==> config.mk <==
export PLATFORM = sky130hd
export DESIGN_NAME = operand_hazard_ctrl_flat
export DESIGN_NICKNAME = d
export VERILOG_FILES = /design/src/rtl/hazard_pkg.sv /design/src/rtl/operand_hazard_ctrl_if.sv /design/src/rtl/operand_hazard_ctrl_ins_decode.sv /design/src/rtl/operand_hazard_ctrl.sv /design/src/flat_wrapper.sv
export SDC_FILE = /design/constraint.sdc
export NUM_CORES = 1
export LEC_CHECK = 0
export BUFFER_PORTS_ARGS = -buffer_cell sky130_fd_sc_hd__buf_2
export CORE_MARGIN = 2
export CORE_UTILIZATION = 52
export CTS_BUF_LIST = sky130_fd_sc_hd__clkbuf_16
export DETAILED_ROUTE_END_ITERATION = 8
export PLACE_DENSITY = 0.79
export REMOVE_ABC_BUFFERS = 1
export SYNTH_ARGS = -nofsm -noshare
export SYNTH_HDL_FRONTEND = slang
export SYNTH_SLANG_ARGS = --single-unit
==> constraint.sdc <==
create_clock -name clk -period 4 [get_ports clk]
set_clock_uncertainty 0.15 [all_clocks]
set_input_delay 0.4 -clock clk [delete_from_list [all_inputs] [get_ports clk]]
set_output_delay 0.4 -clock clk [all_outputs]
set_load 0.02 [all_outputs]
==> src/rtl/hazard_pkg.sv <==
// -----------------------------------------------------------------------------
// hazard_pkg
// Shared definitions for the operand hazard / forwarding controller:
// instruction field positions, opcode constants, operand-select encodings,
// the in-flight slot record and the nearest-producer search used by both the
// forwarding and the stall logic.
// -----------------------------------------------------------------------------
package hazard_pkg;

   localparam int INS_W       = 20;
   localparam int REG_AW      = 5;
   localparam int TRACK_DEPTH = 3;

   // Instruction fields: [19:15] opcode, [14:10] RW, [9:5] RA, [4:0] RB
   localparam int OP_MSB = 19;
   localparam int OP_LSB = 15;
   localparam int RW_MSB = 14;
   localparam int RW_LSB = 10;
   localparam int RA_MSB = 9;
   localparam int RA_LSB = 5;
   localparam int RB_MSB = 4;
   localparam int RB_LSB = 0;
   localparam int OP_W   = OP_MSB - OP_LSB + 1;

   localparam logic [OP_W-1:0] OP_NOP    = 5'h00;
   localparam logic [OP_W-1:0] OP_LOAD   = 5'h18;
   localparam logic [OP_W-1:0] OP_STORE  = 5'h19;
   localparam logic [OP_W-1:0] OP_BRANCH = 5'h1A;

   // Operand source select; the code equals the producer's distance
   localparam logic [1:0] SEL_RF = 2'b00;
   localparam logic [1:0] SEL_EX = 2'b01;
   localparam logic [1:0] SEL_DM = 2'b10;
   localparam logic [1:0] SEL_WB = 2'b11;

   typedef struct packed {
      logic              valid;
      logic              writes;
      logic              is_load;
      logic [REG_AW-1:0] rw;
   } slot_t;

   // Element 0 is distance 1 (EX), element 2 is distance 3 (WB)
   typedef slot_t slot_arr_t [TRACK_DEPTH];

   // Select of the nearest valid writer of src, SEL_RF if none.
   // Scanning from the far end lets a nearer match overwrite a farther one.
   function automatic logic [1:0] nearest_sel(input slot_arr_t slots,
                                              input logic [REG_AW-1:0] src);
      logic [1:0] sel;
      sel = SEL_RF;
      for (int k = TRACK_DEPTH - 1; k >= 0; k--) begin
         if (slots[k].valid && slots[k].writes && (slots[k].rw == src))
            sel = 2'(k + 1);
      end
      return sel;
   endfunction

endpackage

==> src/rtl/operand_hazard_ctrl_if.sv <==
// -----------------------------------------------------------------------------
// operand_hazard_ctrl_if
// Decode-stage bundle between the IF/ID side and the hazard controller.
//   master : drives ins / ins_valid, observes selects, stall, WB info
//   slave  : the controller (operand_hazard_ctrl)
// -----------------------------------------------------------------------------
interface operand_hazard_ctrl_if;

   logic [hazard_pkg::INS_W-1:0]  ins;
   logic                          ins_valid;
   logic [1:0]                    mux_sel_A;
   logic [1:0]                    mux_sel_B;
   logic                          imm_sel;
   logic                          stall;
   logic [hazard_pkg::REG_AW-1:0] RW_dm;
   logic                          wb_en;
   logic [hazard_pkg::REG_AW-1:0] RW_wb;

   modport master (
      output ins, ins_valid,
      input  mux_sel_A, mux_sel_B, imm_sel, stall, RW_dm, wb_en, RW_wb
   );

   modport slave (
      input  ins, ins_valid,
      output mux_sel_A, mux_sel_B, imm_sel, stall, RW_dm, wb_en, RW_wb
   );

endinterface

==> src/rtl/operand_hazard_ctrl_ins_decode.sv <==
// -----------------------------------------------------------------------------
// ins_decode
// Pure combinational decode of one instruction into the slot record it will
// occupy once accepted, plus its source-operand usage.
//   ins     : instruction word in ID
//   dec     : {valid=1, writes, is_load, rw}
//   ra, rb  : source register fields
//   uses_rb : RB is a real source (register class only)
//   imm_sel : immediate class (opcode MSB set)
// -----------------------------------------------------------------------------
module ins_decode
   import hazard_pkg::*;
(
   input  logic [INS_W-1:0]  ins,
   output slot_t             dec,
   output logic [REG_AW-1:0] ra,
   output logic [REG_AW-1:0] rb,
   output logic              uses_rb,
   output logic              imm_sel
);

   logic [OP_W-1:0] opcode;

   assign opcode  = ins[OP_MSB:OP_LSB];
   assign ra      = ins[RA_MSB:RA_LSB];
   assign rb      = ins[RB_MSB:RB_LSB];
   assign imm_sel = opcode[OP_W-1];
   assign uses_rb = ~opcode[OP_W-1];

   assign dec.valid   = 1'b1;
   assign dec.writes  = !((opcode == OP_NOP) || (opcode == OP_STORE) ||
                          (opcode == OP_BRANCH));
   assign dec.is_load = (opcode == OP_LOAD);
   assign dec.rw      = ins[RW_MSB:RW_LSB];

endmodule

==> src/rtl/operand_hazard_ctrl.sv <==
// -----------------------------------------------------------------------------
// operand_hazard_ctrl
// Tracks the destinations of the three in-flight instructions (EX, DM, WB),
// forwards operands to the instruction in ID and stalls on hazards.
//   clk   : rising-edge clock
//   reset : asynchronous, active-low
//   bus   : operand_hazard_ctrl_if.slave (ins, ins_valid in; selects,
//           imm_sel, stall, RW_dm, wb_en, RW_wb out)
// Build option HAZARD_FWD_EN:
//   defined   - forwarding selects, one-cycle stall on load-use only
//   undefined - selects stay 00, any RAW stalls until the producer leaves WB
// -----------------------------------------------------------------------------
module operand_hazard_ctrl
   import hazard_pkg::*;
(
   input  logic                  clk,
   input  logic                  reset,
   operand_hazard_ctrl_if.slave  bus
);

   localparam logic [0:0] ST_RUN   = 1'b0;
   localparam logic [0:0] ST_STALL = 1'b1;

   slot_arr_t         slot_q, slot_d;
   logic [0:0]        state_q, state_d;
   logic [1:0]        sel_a_q, sel_a_d;
   logic [1:0]        sel_b_q, sel_b_d;
   logic              imm_q, imm_d;
`ifndef HAZARD_FWD_EN
   logic [1:0]        cnt_q, cnt_d;
   logic [1:0]        near_sel;
   logic              raw_hit;
`else
   logic              load_use;
`endif

   slot_t             dec;
   logic [REG_AW-1:0] ra, rb;
   logic              uses_rb, dec_imm;
   logic [1:0]        sel_a_raw, sel_b_raw;
   logic              stall_int, accept;

   ins_decode u_decode (
      .ins     (bus.ins),
      .dec     (dec),
      .ra      (ra),
      .rb      (rb),
      .uses_rb (uses_rb),
      .imm_sel (dec_imm)
   );

   assign sel_a_raw = nearest_sel(slot_q, ra);
   assign sel_b_raw = uses_rb ? nearest_sel(slot_q, rb) : SEL_RF;

`ifndef HAZARD_FWD_EN
   assign raw_hit  = bus.ins_valid && ((sel_a_raw != SEL_RF) || (sel_b_raw != SEL_RF));
   // Nearest producer over both sources; the smaller non-zero code wins
   assign near_sel = ((sel_a_raw != SEL_RF) &&
                      ((sel_b_raw == SEL_RF) || (sel_a_raw < sel_b_raw))) ? sel_a_raw
                                                                         : sel_b_raw;
`else
   // A match at distance 1 implies that slot is valid and writes
   assign load_use = bus.ins_valid && slot_q[0].is_load &&
                     ((sel_a_raw == SEL_EX) || (sel_b_raw == SEL_EX));
`endif

   always_comb begin
      // NOTE: every signal driven here gets a default first, so no path can
      // leave it unassigned and infer a latch.
      state_d   = state_q;
      stall_int = 1'b0;
`ifdef HAZARD_FWD_EN
      case (state_q)
         ST_RUN: begin
            if (load_use) begin
               stall_int = 1'b1;
               state_d   = ST_STALL;
            end
         end
         // The load has moved to DM behind the bubble and now forwards
         default: state_d = ST_RUN;
      endcase
`else
      cnt_d = cnt_q;
      case (state_q)
         ST_RUN: begin
            if (raw_hit) begin
               stall_int = 1'b1;
               // Total stall length is 4 - distance; a WB producer needs only
               // this detecting cycle, so STALL is skipped for it.
               if (near_sel != SEL_WB) begin
                  state_d = ST_STALL;
                  cnt_d   = 2'(3'd4 - {1'b0, near_sel});
               end
            end
         end
         default: begin
            stall_int = 1'b1;
            cnt_d     = cnt_q - 2'd1;
            if (cnt_q == 2'd2) state_d = ST_RUN;
         end
      endcase
`endif

      accept = bus.ins_valid && !stall_int;

      slot_d[0] = accept ? dec : '0;
      slot_d[1] = slot_q[0];
      slot_d[2] = slot_q[1];

      sel_a_d = sel_a_q;
      sel_b_d = sel_b_q;
      imm_d   = imm_q;
      if (accept) begin
`ifdef HAZARD_FWD_EN
         sel_a_d = sel_a_raw;
         sel_b_d = sel_b_raw;
`else
         sel_a_d = SEL_RF;
         sel_b_d = SEL_RF;
`endif
         imm_d = dec_imm;
      end
   end

   // NOTE: sequential state is updated with non-blocking assignments only, so
   // every flop samples the pre-edge value of its neighbours.
   always_ff @(posedge clk or negedge reset) begin
      if (!reset) begin
         slot_q  <= '{default: '0};
         state_q <= ST_RUN;
         sel_a_q <= SEL_RF;
         sel_b_q <= SEL_RF;
         imm_q   <= 1'b0;
`ifndef HAZARD_FWD_EN
         cnt_q   <= 2'd0;
`endif
      end else begin
         slot_q  <= slot_d;
         state_q <= state_d;
         sel_a_q <= sel_a_d;
         sel_b_q <= sel_b_d;
         imm_q   <= imm_d;
`ifndef HAZARD_FWD_EN
         cnt_q   <= cnt_d;
`endif
      end
   end

   assign bus.mux_sel_A = sel_a_q;
   assign bus.mux_sel_B = sel_b_q;
   assign bus.imm_sel   = imm_q;
   assign bus.stall     = stall_int;
   assign bus.RW_dm     = slot_q[1].rw;
   assign bus.wb_en     = slot_q[2].valid && slot_q[2].writes;
   assign bus.RW_wb     = slot_q[2].rw;

endmodule
==> src/flat_wrapper.sv <==
// flat-port wrapper written by rule: the top's interface ports become plain ports
module operand_hazard_ctrl_flat import hazard_pkg::*;
  (clk, reset, bus_ins, bus_ins_valid, bus_mux_sel_A, bus_mux_sel_B, bus_imm_sel, bus_stall, bus_RW_dm, bus_wb_en, bus_RW_wb);
  operand_hazard_ctrl_if bus_i ();
  input  logic clk;
  input  logic reset;
  input wire logic [$bits(bus_i.ins)-1:0] bus_ins;
  input wire logic [$bits(bus_i.ins_valid)-1:0] bus_ins_valid;
  output wire logic [$bits(bus_i.mux_sel_A)-1:0] bus_mux_sel_A;
  output wire logic [$bits(bus_i.mux_sel_B)-1:0] bus_mux_sel_B;
  output wire logic [$bits(bus_i.imm_sel)-1:0] bus_imm_sel;
  output wire logic [$bits(bus_i.stall)-1:0] bus_stall;
  output wire logic [$bits(bus_i.RW_dm)-1:0] bus_RW_dm;
  output wire logic [$bits(bus_i.wb_en)-1:0] bus_wb_en;
  output wire logic [$bits(bus_i.RW_wb)-1:0] bus_RW_wb;
  assign bus_i.ins = bus_ins;
  assign bus_i.ins_valid = bus_ins_valid;
  assign bus_mux_sel_A = bus_i.mux_sel_A;
  assign bus_mux_sel_B = bus_i.mux_sel_B;
  assign bus_imm_sel = bus_i.imm_sel;
  assign bus_stall = bus_i.stall;
  assign bus_RW_dm = bus_i.RW_dm;
  assign bus_wb_en = bus_i.wb_en;
  assign bus_RW_wb = bus_i.RW_wb;
  operand_hazard_ctrl u_core (.clk(clk), .reset(reset), .bus(bus_i));
endmodule
==> results.yml <==
critical_path:
  max_stage_delay_ns: 0.44
  worstPathCellList: "xnor2_1 > nand4_1 > or2_2 > a211o_1 > ha_1 > nor2_1 > or4_1 > o211ai_1 > inv_1 > ha_1 > nor2b_1 > o21ai_1 > a221o_1"
  r2r_slack_ns: 0.46
  cp-endpoint: "u_core.cnt_q[1]$_DFFE_PN0P_"
  endpoint_kind: "flop"
  cp-start-kind: "flop"
  ff2ff_path_depth: 13
  crit_arrival_ns: 3.53
  cpMaxStageDelayCell: "dfrtp_1"
  timing.rr.end: "u_core.cnt_q[1]$_DFFE_PN0P_"
  cp_max_fo: 4
  cpMostUsedCell: "ha_1"
  setup.worst_path.start: "u_core.bus.RW_dm[3]$_DFF_PN0_"
  r2r-start: "u_core.bus.RW_dm[3]$_DFF_PN0_"
  required_ns: 3.99
  path_class: "reg2reg"
global_routing:
  track_usage_pct: 20.2
  antenna_found_initial: 0
  gr-total-overflow: 0
  grt_pass1_wl_um: 5090
  grt_start_max_net_pins: 26
  grt_pass1_vias: 1094
floorplan:
  dieArea_um2: 3290
  io_pins: 40
  initial_core_util_pct: 54.2
  core_um2: 2730
  die_h_um: 57.4
  die_w_um: 57.4
  num_rows: 19
clocking:
  clockBufferDepth: 2
  cts_resized: 0
  cts_max_level: 1
  cts_tree: "yes"
  clkTransAtPathRegs_ns: 0.07
  clock_latency_ns: 0.26
  cts_root_buf: "clkbuf_16"
  cts_buffers: 3
  numClockSinks: 25
pwr:
  p_per_area_nw_per_um2: 490
  p_total_mw: 0.829
  leakage_nw: 0.793
  irDropWorstVdd_v: 0.000286
worst_hold_path:
  hold_path.class: "in2reg"
  hp-start: "bus_ins[13]"
synth:
  syn_area_um2: 1480
  syn_inst: 140
  yosysWarnings: 0
  avgSynthCellArea_um2: 10.6
  yosysMostFrequentCell: "dfrtp_1"
  async_reset_ff_share_pct: 100
  synth_top_cell_by_area: "dfrtp_1"
  synth_edf_count: 0
  synthFlopType: "dfrtp_1"
  synthTopCellsByCount: "dfrtp_1 (25), xnor2_1 (20), buf_4 (14)"
  ys_seq_elements: 25
  ys_seq_area_share_pct: 42.2
  yosys-top-cells-area: "dfrtp_1 (42%), xnor2_1 (12%), buf_4 (7.1%)"
  yosysTopAreaCellShare_pct: 42.2
  ys_types: 41
final_layout:
  areaGrowthSynthToFinish_pct: 14.1
  fill_cells: 215
  final-instance-count-excl-fill: 199
  antenna_cells: 0
  fin_nets: 195
  drive_gt1_share_pct: 27.4
timing:
  hold_violations: 0
  setup_viol: 0
  rsz0062_at_grt: "false"
  maxSlewHeadroom_pct: 64.1
  tns_ns: 0
  timing.final.crit_share_pct: 88.6
  setup_ws_ns: 0.456
  fmax_ghz: 0.282
  tightest_slew_ns: 0.539
  fin_crit_ns: 3.54
  whs_ns: 0.189
  slew_viol_final: 0
flow_run:
  maxCapViolations: 0
routing:
  wl_um: 3010
  drc_errors: 0
  wl_per_cell_um: 15.1
  drt_iter0_drc: 33
  num_vias: 1101
  viasPerCell: 5.53
  detail-route-antenna-nets: 0
  firstDrtPassIters: 4
placement:
  pre_cts_ws_ns: 0.422
  port_buffers: 35
  place.gp.congestion: 0.899
  dp_cells: 194
  dp_hpwl_um: 2270
status:
  outcome: "completed"
[layer usage]
layer	GRT usage (%)	wire length, µm
met1	27.6	1370
met2	32.0	1450
met4	10.3	73
met3	1.81	119
met5	0	0
[repair_timing]
item	CTS	global route
buffers inserted	0	0
hold endpoints to repair	25	0
hold buffers	1	0
[sequential cells by signal, indices dropped and copies added (netlist names)]
name / flops
u_core.slot_q: 2
u_core.bus.RW_wb: 5
u_core.slot_d: 9
u_core.cnt_q: 2
u_core.bus.imm_sel: 1
u_core.state_q: 1
u_core.bus.RW_dm: 5
[layout make-up]
type,count,area [µm²],area share (%)
clock buffers,3,75.1,4.44
clock inverters,1,7.51,0.444
inverters,4,15.0,0.888
multi-input cells,99,744,44.0
flip-flops and latches,25,626,37.0
well taps,31,38.8,2.29
repair buffers,36,185,10.9
[cells by family (layout without fill, tap and decap cells)]
| family | after synthesis | after routing | synth area share, % |
|---|---|---|---|
| DFF | 25 | 25 | 42.2 |
| muxes | 1 | 1 | 0.675 |
| other | 1 | 4 | 0.253 |
| adders and majority gates | 3 | 3 | 2.53 |
| and+or+nand+nor | 40 | 40 | 17.8 |
| buffers and inverters | 19 | 44 | 8.35 |
| AOI/OAI and AO/OA | 20 | 20 | 9.87 |
| xor gates and xnor gates | 31 | 31 | 18.3 |
[cells in the final DEF (no fill, tap or decap), types with 2 or more instances in the layout]
cell        n
a21o_1      3
a21oi_1     3
and2_1      5
buf_2      35
clkbuf_16   3
conb_1      4
dfrtp_1    25
ha_1        3
inv_1       4
nand2_1     4
nand2b_1    3
nand3_1     3
nand4_1     4
nor2_1      5
nor2b_1     2
nor4_1      2
o211ai_1    2
o21a_1      2
o21ai_0     2
or2_2       2
xnor2_1    20
xor2_1     11
[how the worst min path moves through the flow]
stage	to	depth (start not counted)
after global routing	u_core.slot_d[9]$_DFF_PN0_	2
after detailed placement	u_core.slot_d[6]$_DFF_PN0_	0
after global placement	u_core.slot_d[7]$_DFF_PN0_	0
final	u_core.slot_d[11]$_DFF_PN0_	2
after floorplan	u_core.bus.RW_dm[0]$_DFF_PN0_	0
after CTS	u_core.slot_d[11]$_DFF_PN0_	2
[where the power goes]
| group | switching, mW | total, mW | internal, mW |
|---|---|---|---|
| combinational | 0.126 | 0.234 | 0.109 |
| sequential | 0.0580 | 0.367 | 0.309 |
| clock | 0.0919 | 0.228 | 0.136 |
[worst max-delay path: cells and delay by family (launching register included)]
family | cells | cell delay [ns]
AOI/OAI and AO/OA | 4 | 0.89
and+or+nand+nor | 5 | 1.14
buffers and inverters | 1 | 0.07
adders and majority gates | 2 | 0.53
xor gates and xnor gates | 1 | 0.21
DFF | 1 | 0.44
[stage by stage]
| step | instance area, µm² | utilization [%] |
|---|---|---|
| finish | 1690 | 61.9 |
| global route | 1690 | 61.9 |
| CTS | 1690 | 61.9 |
| detailed placement | 1600 | 58.5 |
| global placement | 1600 | 58.5 |
| floorplan | 1390 | - |
No activity file was read; power rests on OpenSTA's default activity.
